--- src/rtl/baud_rate_meter.sv ---
// baud_rate_meter: measures the period of in_sig in clock cycles, averaged
// over 2^k periods, and reports 64x the mean period (half-period in 25.7).
module baud_rate_meter #(
  parameter int unsigned CNT_W = 25
) (
  input  logic        clock,
  input  logic        reset,
  input  logic        enable,
  input  logic        in_sig,
  input  logic        start,
  input  logic [2:0]  log2_periods,
  output logic        busy,
  output logic        valid,
  output logic        overflow,
  output logic [31:0] N_meas
);

  localparam int unsigned RES_W = CNT_W + 6;
  localparam int unsigned PER_W = 7;
  localparam logic [2:0]  K_MAX = 3'd6;

  typedef enum logic [1:0] {
    ST_IDLE,
    ST_ARM,
    ST_MEAS
  } state_t;

  logic             s1_q, s2_q, s3_q;
  logic             rise;
  state_t           state_q, state_d;
  logic [CNT_W-1:0] cnt_q, cnt_d;
  logic [PER_W-1:0] per_q, per_d;
  logic [2:0]       k_q, k_d;
  logic             busy_q, busy_d;
  logic             valid_q, valid_d;
  logic             overflow_q, overflow_d;
  logic [31:0]      n_meas_q, n_meas_d;

  logic             cnt_max;
  logic [CNT_W-1:0] cnt_inc;
  logic [PER_W-1:0] per_inc;
  logic [PER_W-1:0] per_target;
  logic [RES_W-1:0] avg;

  // Input synchronizer and edge register; runs regardless of enable
  always_ff @(posedge clock) begin
    if (reset) begin
      s1_q <= 1'b0;
      s2_q <= 1'b0;
      s3_q <= 1'b0;
    end else begin
      s1_q <= in_sig;
      s2_q <= s1_q;
      s3_q <= s2_q;
    end
  end

  assign rise = s2_q & ~s3_q;

  // Datapath helpers: counter saturation, period target and scaled result
  always_comb begin
    cnt_max    = (cnt_q == {CNT_W{1'b1}});
    cnt_inc    = cnt_q + CNT_W'(1);
    per_inc    = per_q + PER_W'(1);
    per_target = PER_W'(1) << k_q;
    avg        = RES_W'(cnt_inc) << (K_MAX - k_q);
  end

  // Next-state and output logic; everything holds while enable is low
  always_comb begin
    state_d    = state_q;
    cnt_d      = cnt_q;
    per_d      = per_q;
    k_d        = k_q;
    busy_d     = busy_q;
    valid_d    = valid_q;
    overflow_d = overflow_q;
    n_meas_d   = n_meas_q;
    if (enable) begin
      valid_d = 1'b0;
      unique case (state_q)
        ST_IDLE: begin
          if (start) begin
            k_d     = (log2_periods > K_MAX) ? K_MAX : log2_periods;
            cnt_d   = '0;
            per_d   = '0;
            busy_d  = 1'b1;
            state_d = ST_ARM;
          end
        end
        ST_ARM: begin
          if (cnt_max) begin
            n_meas_d   = 32'hFFFF_FFFF;
            overflow_d = 1'b1;
            valid_d    = 1'b1;
            busy_d     = 1'b0;
            state_d    = ST_IDLE;
          end else if (rise) begin
            cnt_d   = '0;
            per_d   = '0;
            state_d = ST_MEAS;
          end else begin
            cnt_d = cnt_inc;
          end
        end
        ST_MEAS: begin
          cnt_d = cnt_inc;
          if (cnt_max) begin
            n_meas_d   = 32'hFFFF_FFFF;
            overflow_d = 1'b1;
            valid_d    = 1'b1;
            busy_d     = 1'b0;
            state_d    = ST_IDLE;
          end else if (rise) begin
            per_d = per_inc;
            if (per_inc == per_target) begin
              n_meas_d   = 32'(avg);
              overflow_d = 1'b0;
              valid_d    = 1'b1;
              busy_d     = 1'b0;
              state_d    = ST_IDLE;
            end
          end
        end
        default: begin
          busy_d  = 1'b0;
          state_d = ST_IDLE;
        end
      endcase
    end
  end

  // State and output registers
  always_ff @(posedge clock) begin
    if (reset) begin
      state_q    <= ST_IDLE;
      cnt_q      <= '0;
      per_q      <= '0;
      k_q        <= '0;
      busy_q     <= 1'b0;
      valid_q    <= 1'b0;
      overflow_q <= 1'b0;
      n_meas_q   <= '0;
    end else begin
      state_q    <= state_d;
      cnt_q      <= cnt_d;
      per_q      <= per_d;
      k_q        <= k_d;
      busy_q     <= busy_d;
      valid_q    <= valid_d;
      overflow_q <= overflow_d;
      n_meas_q   <= n_meas_d;
    end
  end

  assign busy     = busy_q;
  assign valid    = valid_q;
  assign overflow = overflow_q;
  assign N_meas   = n_meas_q;

endmodule

--- config.mk ---
export PLATFORM = sky130hd
export DESIGN_NAME = baud_rate_meter
export DESIGN_NICKNAME = d
export VERILOG_FILES = /design/src/rtl/baud_rate_meter.sv
export SDC_FILE = /design/constraint.sdc
export NUM_CORES = 1
export LEC_CHECK = 0
export ABC_AREA = 1
export BUFFER_PORTS_ARGS = -buffer_cell sky130_fd_sc_hd__buf_2
export CORE_ASPECT_RATIO = 0.8
export CORE_MARGIN = 2
export CORE_UTILIZATION = 61
export DETAILED_ROUTE_END_ITERATION = 8
export HOLD_SLACK_MARGIN = 0.15
export PLACE_DENSITY = 0.79
export SLEW_MARGIN = 25
export SYNTH_ARGS = -nofsm -noshare
export SYNTH_HDL_FRONTEND = slang
export SYNTH_SLANG_ARGS = --single-unit
--- constraint.sdc ---
create_clock -name clock -period 3 [get_ports clock]
set_input_delay 0.3 -clock clock [delete_from_list [all_inputs] [get_ports clock]]
set_output_delay 0.3 -clock clock [all_outputs]
set_load 0.1 [all_outputs]
# [Word-level counts from Yosys, hierarchy flattened]
# Index checks and enable logic that the tools add are counted.
[word_totals] reg_bits=75 inputBits=8 out_inout_bits=35 elab_cells=78
[classes] addsub=3 magnitude_cmp=1 n_eq_ne=13 shifts=2 mux=37 bitwise=2 reduce_logical=9
[ops] cell="$mux W32" n=4
[ops] cell="$mux W25" n=3
[ops] cell="$pmux W25 S3" n=1
[ops] cell="$pmux W32 S2" n=1
[ops] cell="$mux W7" n=5
[ops] cell="$shl A25 B3 Y31" n=1
[ops] cell="$add A25 B1 Y25 const B" n=1
[ops] cell="$eq A25 B25 Y1 const B" n=1
[ops] cell="$pmux W7 S3" n=1
[ops] cell="$reduce_and A5 Y1" n=3
[ops] cell="$mux W2" n=6
[ops] cell="$ne A2 B2 Y1 const B" n=6
[ops] cell="$mux W1" n=11
[ops] cell="$ne A3 B3 Y1 const B" n=3
[ops] cell="$add A7 B1 Y7 const B" n=1
[ops] cell="$eq A7 B7 Y1" n=1
[ops] cell="$reduce_and A7 Y1" n=1
[ops] cell="$shl A1 B3 Y7 const A" n=1
[ops] cell="$pmux W2 S3" n=1
[ops] cell="$pmux W1 S2" n=2
[ops] cell="$reduce_and A4 Y1" n=1
[ops] cell="$gt A3 B3 Y1 const B" n=1
[ops] cell="$mux W3" n=1
[ops] cell="$pmux W1 S3" n=1
[ops] cell="9 further kinds" n=9

# [Longest topological paths before layout]
# Gate-level depths: netlist of the first run.
[depth] depth_word=6 ltp_mapped=18

# [Least setup slack after synthesis of the first run]
# Ideal clock, no wire load.
[synth_path] path_type="reg2reg" from="register k_q[0]" to="register n_meas_q[11] (netlist: N_meas[11])" arrival_ps=2106 required_time_ps=2887 slack_ps=781 stages_incl_launch_ff=18 period_less_slack_ps=2219 cell_sequence="dfxtp_1 > clkinv_1 > buf_1 > ha_1 > nand2_1 > inv_1 > nand2_1 > nand3_1 > nor2_1 > nand2_1 > nor2_2 > nand2_2 > nand2_4 > nand2_2 > buf_6 > buf_6 > nor2_1 > nor2_1"
[synth_via] elab_chain_len=6 elab_cells_between_ends=10
[synth_rtl] item="start: declaration" line="33" source="logic [2:0] k_q, k_d;"
[synth_rtl] item="start signal: assignment" line="148" source="k_q <= k_d;"
[synth_rtl] item="$sub A3 B3 Y3" line="66" source="avg = RES_W'(cnt_inc) << (K_MAX - k_q);"
[synth_rtl] item="$shl A25 B3 Y31" line="66"
[synth_rtl] item="$mux W32" line="116" source="if (per_inc == per_target) begin"
[synth_rtl] item="$mux W32" line="114" source="end else if (rise) begin"
[synth_rtl] item="$mux W32" line="108" source="if (cnt_max) begin"
[synth_rtl] item="$pmux W32 S2" line="81" source="unique case (state_q)"
[synth_rtl] item="end signal: assignment" line="152" source="n_meas_q <= n_meas_d;"
[synth_rtl] item="end: declaration" line="37" source="logic [31:0] n_meas_q, n_meas_d;"
# Parallel ways exist; a longest one is shown, timed or not. The select of a mux whose other input is x is not followed.
# A chain may end at the register's enable or synchronous reset.

# [Worst setup path in the final report of the first run]
[layout_path] from="register cnt_q[0]" to="register per_q[0]"
[layout_via] elab_chain_len=3 elab_cells_between_ends=4
[layout_rtl] item="start: declaration" line="31" source="logic [CNT_W-1:0] cnt_q, cnt_d;"
[layout_rtl] item="start signal: assignment" line="146" source="cnt_q <= cnt_d;"
[layout_rtl] item="$eq A25 B25 Y1 *" line="62" source="cnt_max = (cnt_q == {CNT_W{1'b1}});"
[layout_rtl] item="$ne A2 B2 Y1 (no source line)"
[layout_rtl] item="$reduce_and A7 Y1 (no source line) *"
[layout_rtl] item="end signal: assignment" line="147" source="per_q <= per_d;"
[layout_rtl] item="end: declaration" line="32" source="logic [PER_W-1:0] per_q, per_d;"
# Mark *: on every way between the ends. The rest lies on a longest branch, timed or not.

==> results of run 1 <==
[state kept, by name, indices dropped and copies added, names as in the netlist]
signal and cells:
busy 1, cnt_q 25, state_q 2, k_q 3
s2_q 1, s3_q 1, s1_q 1, per_q 7
N_meas 32, valid 1
[power by group through the flow]
stage | clock network [mW] | logic [mW] | registers, mW
2_1_floorplan | 0 | 0.594 | 1.61
3_3_place_gp | 0 | 1.23 | 1.14
3_5_place_dp | 0 | 1.24 | 1.15
4_1_cts | 0.763 | 1.25 | 1.13
5_1_grt | 0.807 | 1.36 | 1.14
6_report | 0.753 | 1.26 | 1.13
[routing by layer]
metal / GRT usage, % / part of all wire [%] / vias to the layer above
li1: - / - / 2771
met1: 38.43 / 44 / 2454
met2: 51.50 / 46 / 216
met3: 7.220 / 7.0 / 35
met4: 12.32 / 3.2 / 0
met5: 0 / 0 / -
[worst max-delay path, stage by stage (launching register included)]
cell and delay (ns):
dfxtp_1 0.45, ha_1 0.26, nand2_1 0.08, nor2_2 0.12, nand2_2 0.13, nor2_2 0.19, nand2_1 0.10, nor2_1 0.15
nand3_1 0.16, nand2_1 0.09, buf_4 0.31, nor2_1 0.19, o21ai_0 0.17, nor2_1 0.07
[metrics by stage]
step           power, mW  area, sq um  hold slack (ns)  utilization, %
4_1_cts            3.139         5465           0.2267           68.46
3_5_place_dp       2.389         5266           0.4128           65.97
5_1_grt            3.303         5465           0.2690           68.46
2_1_floorplan      2.199         5034           0.3883               -
6_report           3.137         5465           0.2385           68.46
3_3_place_gp       2.371         5266           0.3935           65.97
[layout make-up]
type | count | area (sq um)
well taps | 108 | 135.1
multi-input cells | 644 | 3029
clock buffers | 13 | 178.9
repair buffers | 51 | 280.3
clock inverters | 2 | 10.01
inverters | 93 | 350.3
fillers | 789 | 2517
flip-flops and latches | 74 | 1481
[kinds of logic (layout without fill, tap and decap cells)]
group                      count (synthesis)  in the layout  synth area share (%)
DFF                                       74             74                 29.43
AOI/OAI and AO/OA                         76             76                 8.327
xor gates and xnor gates                   8              8                 1.392
adders and majority gates                 11             11                 2.734
and+or+nand+nor                          549            549                 47.48
buffers and inverters                    129            159                 10.64
[placed cells by master, fill, tap and decap left out]
| cell | count |
|---|---|
| buf_2 | 42 |
| nand4_1 | 21 |
| ha_1 | 11 |
| nand2_2 | 16 |
| dlygate4sd3_1 | 1 |
| nor3_2 | 1 |
| clkinv_2 | 3 |
| xor2_1 | 7 |
| nor2_2 | 4 |
| inv_2 | 3 |
| dfxtp_1 | 74 |
| clkbuf_8 | 13 |
| nor2_1 | 120 |
| inv_1 | 87 |
| a21oi_1 | 47 |
| a21oi_4 | 1 |
| o21bai_1 | 4 |
| nor3_1 | 1 |
| nor2_4 | 2 |
| nand3b_1 | 1 |
| o21ai_1 | 3 |
| nand2_1 | 236 |
| buf_4 | 8 |
| o21ai_0 | 14 |
| and2_1 | 1 |
| clkinv_1 | 2 |
| nand4_2 | 1 |
| nand2_4 | 2 |
| a211oi_1 | 7 |
| xor2_2 | 1 |
| nand3_1 | 143 |
[timing repair]
item / in CTS / in global routing
endpoints found under the hold margin: 1 / 0
hold buffers: 1 / 0
setup endpoints to repair: 0 / 0
[worst paths after layout]
path	from	to	slack (ns)	cells past startpoint
worst max-delay path	cnt_q[0]	per_q[0]	0.39	13
worst min-delay path	enable	valid	0.24	4
worst max register to register	cnt_q[0]	per_q[0]	0.39	13
worst min register to register	s1_q	s2_q	0.42	2
==> metrics.txt, run 1 <==
NumNets Final=892; total CTS buffers=9; number of synthesized flops with an enable pin=0; top post-synthesis cells by count=nand2_1 (236), nand3_1 (143), nor2_1 (120); top cells by area, synth=dfxtp_1 (29%), nand2_1 (18%), nand3_1 (14%), nor2_1 (8.9%), inv_1 (6.5%); Avg WL per Cell=13.58 um; max_slew headroom=34.08%; Leakage=2.500 nW; sequential power share=35.9%; Mapped Avg Cell Area=5.943 sq um; fmax=382.7 MHz; Crit path required time=3.25 ns; fraction of registers with async set/reset=0%; routability cong.=0.9581; die boundary width=105.6 um; top_reg_cell synth=dfxtp_1; DRT antenna net count=0; placed cell count=969; Final WS setup=0.3870 ns; share of layout cells above drive strength 1=11.06%; Post-Syn Nets=866; final count of hold timing violations=0; all-layer global routing usage=30.75%; Gate power share=40.1%; Final Skew=0.006140 ns; P_sw=1.414 mW; final setup violation count=0; io pins=43; via/cell ratio=5.559; area fraction of the dominant cell type after synthesis=29.43%; Critical Path Sink Type=register; Fin Setup TNS=0 ns; DR vias=5,476; Int Power=1.723 mW; post-cts repair resize count=0; max-capacitance violation count=0; Non-Filler Instances=985; number of port buffers=42; crit path launch type=register; final wirelength=13,370 um; Synthesis Warnings=0; diode count=0; clk root buf=clkbuf_8; Clock power frac=24.0%; sw frac=45.06%; RSZ-0062 raised after global routing=no; placed wire-length estimate=9777 um; path type of the worst setup path=register to register; Worst EP arrival=2.86 ns; GR Overflow Total=0; deepest clock path buffer count=2; first-pass GRT wire length=22,430 um; initial antenna violation count=0; slew of the pin with the lowest slew margin=0.9827 ns; core outline area=0.007983 sq mm; vias in the first global route=5,042; leading area contributor after synthesis=dfxtp_1; die height=85.25 um; Initial Utilization=63.06%; cells after synthesis=847; initial DRC count=421; synth-to-layout area growth=8.576%; outcome=complete, no violations; Mapped Area=0.005034 sq mm; sequential share of the synthesized area=29.43%; clk slew on worst S/H paths=0.08 ns; H-tree Lvls=3; Die ar.=0.008999 sq mm; synth unique cells=30; CTS tree=done; DRC viols=0; Crit Path Max Fanout=32; Hold Path Class=input port to register; Post-CTS Setup Inserts=0; Num Clock Sinks=74; drt pass-1 iters=5; synthesized flop and latch total=74; most frequent cell after synthesis=nand2_1; Final period util=87.10%; pre-CTS WS=0.4769 ns; clk_lat worst skew=0.36 ns; Slew Limit Fails=0; num rows=29; PwrDens=574.0 mW/mm^2; fin crit period=2.613 ns; largest net degree at the start of global routing=39; Worst VDD drop=428.1 uV
No activity file was read; power rests on OpenSTA's default activity.
==> run 2: changes to the inputs <==
--- a/config.mk
+++ b/config.mk
@@ -6,11 +6,11 @@
 export NUM_CORES = 1
 export LEC_CHECK = 0
 export ABC_AREA = 1
-export BUFFER_PORTS_ARGS = -buffer_cell sky130_fd_sc_hd__buf_2
 export CORE_ASPECT_RATIO = 0.8
 export CORE_MARGIN = 2
-export CORE_UTILIZATION = 61
+export CORE_UTILIZATION = 65
 export DETAILED_ROUTE_END_ITERATION = 8
+export DONT_BUFFER_PORTS = 1
 export HOLD_SLACK_MARGIN = 0.15
 export PLACE_DENSITY = 0.79
 export SLEW_MARGIN = 25
==> run 2 against run 1 <==
  * First-iteration DRC count is 14% higher
  * Die area is 5.9% lower
  * Utilization is 3.0 points higher
  * Via count is 1.9% lower
  * Fmax is 3.7% higher
  * Setup slack better by 0.093 ns
  * Register-to-register slack better by 0.09 ns
  * Final area is 2.4% lower
  * Worst hold slack worse by 0.024 ns
  * Combinational power is 42% lower
  * Non-clock buffer count is 38 lower
  * Critical endpoint is now N_meas[25]
  * Highest routed layer unchanged
==> metrics.txt, run 2 (same netlist as run 1, synthesis figures left out) <==
outcome=complete, no violations; num rows=28; final wirelength=13,230 um; critical path endpoint=N_meas[25]; Avg WL per Cell=14.00 um; DRC viols=0; GR Overflow Total=0; via/cell ratio=5.683; DR vias=5,370; deepest clock path buffer count=2; number of port buffers=0; fillers=683; Hold Path Class=input port to register; total CTS buffers=9; Die ar.=0.008468 sq mm; all-layer global routing usage=32.37%; Power Total=3.226 mW; slew of the pin with the lowest slew margin=1.006 ns; clk slew on worst S/H paths=0.09 ns; placed cell count=925; critical path depth in cells=13; largest net degree at the start of global routing=39; fmax=396.8 MHz; commonest non-fill, non-tap cell in the layout=nand2_1; RR Endpoint=N_meas[25]; pre-CTS WS=0.5348 ns; Fin Setup TNS=0 ns; final setup violation count=0; H-tree Lvls=3; Final period util=84.01%; worst stage delay on the critical path=0.57 ns; PwrDens=604.6 mW/mm^2; core outline area=0.007462 sq mm; clk_lat worst skew=0.36 ns; Leakage=2.311 nW; Final Skew=0.01790 ns; Crit path required time=3.24 ns; Slowest-stage cell, CP=nand2_2; Buf/Inv on CP=1; routability cong.=0.9550; synth-to-layout area growth=5.991%; most frequent cells in the layout=nand2_1 (236), nand3_1 (143), nor2_1 (120); max_slew headroom=32.93%; Slew Limit Fails=0; final count of hold timing violations=0; initial antenna violation count=0; placed wire-length estimate=9663 um; io pins=43; Worst VDD drop=518.0 uV; CP Cell Sequence=ha_1 > nand2_1 > nor2_2 > nand2_2 > nor2_4 > nand2_4 > inv_2 > nor2_4 > nand2_4 > nand2_2 > nand2_1 > nand2_1 > nor2_1; share of layout cells above drive strength 1=7.024%; Non-Filler Instances=945; Crit Reg-Reg Startpoint=cnt_q[0]; CP Launch Point=cnt_q[0]; max-capacitance violation count=0; Initial Utilization=67.45%; first-pass GRT wire length=21,600 um; Worst EP arrival=2.76 ns; Critical Path Sink Type=register; Crit Path Max Fanout=38; NumNets Final=854; Hold-fix buffers, CTS=4; post-cts repair resize count=0; path type of the worst setup path=register to register; drt pass-1 iters=5; die height=82.71 um; diode count=0; Num Clock Sinks=74; vias in the first global route=4,784; die boundary width=102.4 um; Crit path max-delay family=simple AND/OR/NAND/NOR gates; Post-CTS Setup Inserts=0; initial DRC count=479; Final WS setup=0.4796 ns; CTS tree=done; crit path launch type=register; clk root buf=clkbuf_8; DRT antenna net count=0; Worst Reg-to-Reg Cells=13; Final Util=71.50%; fin crit period=2.520 ns; RSZ-0062 raised after global routing=no; internal reg-to-reg setup slack=0.48 ns; CP dominant cell by count=nand2_1; max reg flops=32
[run 2: through the flow]
stage          hold slack, ns  instance area, sq um
6_report               0.2148                  5335
3_3_place_gp           0.3733                  5061
2_1_floorplan          0.3883                  5034
4_1_cts                0.2081                  5335
3_5_place_dp           0.3765                  5061
5_1_grt                0.2051                  5335
[run 2: worst min path at each step]
| stage | from | end | slack [ns] | cells past startpoint |
|---|---|---|---|---|
| after CTS | log2_periods[0] | k_q[0] | 0.21 | 2 |
| after floorplan | s1_q | s2_q | 0.39 | 2 |
| after global routing | log2_periods[0] | k_q[0] | 0.21 | 2 |
| after detailed placement | reset | per_q[4] | 0.38 | 1 |
| after global placement | reset | busy | 0.37 | 1 |
| final | log2_periods[0] | k_q[0] | 0.21 | 2 |
[run 2: area by class of cell]
class                   instances  area [sq um]  share of cell area [%]
multi-input cells             644          3029                   56.78
flip-flops and latches         74          1483                   27.79
inverters                      93         350.3                   6.567
well taps                     105         131.4                   2.462
clock buffers                   9         123.9                   2.322
repair buffers                 13         117.6                   2.205
clock inverters                 7         100.1                   1.876
[run 2: worst reg2reg max path: stages (launching register included)]
cell and delay [ns]:
dfxtp_1 0.37, ha_1 0.27, nand2_1 0.09, nor2_2 0.04, nand2_2 0.14, nor2_4 0.07, nand2_4 0.11, inv_2 0.07
nor2_4 0.25, nand2_4 0.11, nand2_2 0.57, nand2_1 0.14, nand2_1 0.09, nor2_1 0.07
[run 2: per-layer routing]
layer	wire length (um)	track usage, %	vias to the layer above	part of all wire, %
li1	-	-	2693	-
met1	5727	39.79	2420	43
met2	6178	55.20	225	47
met3	946	7.239	32	7.2
met4	377	13.33	0	2.8
met5	0	0	-	0
[run 2: where the power goes]
group / switching (mW) / internal (mW)
registers: 0.533 / 1.07
logic: 0.502 / 0.234
clock network: 0.414 / 0.474
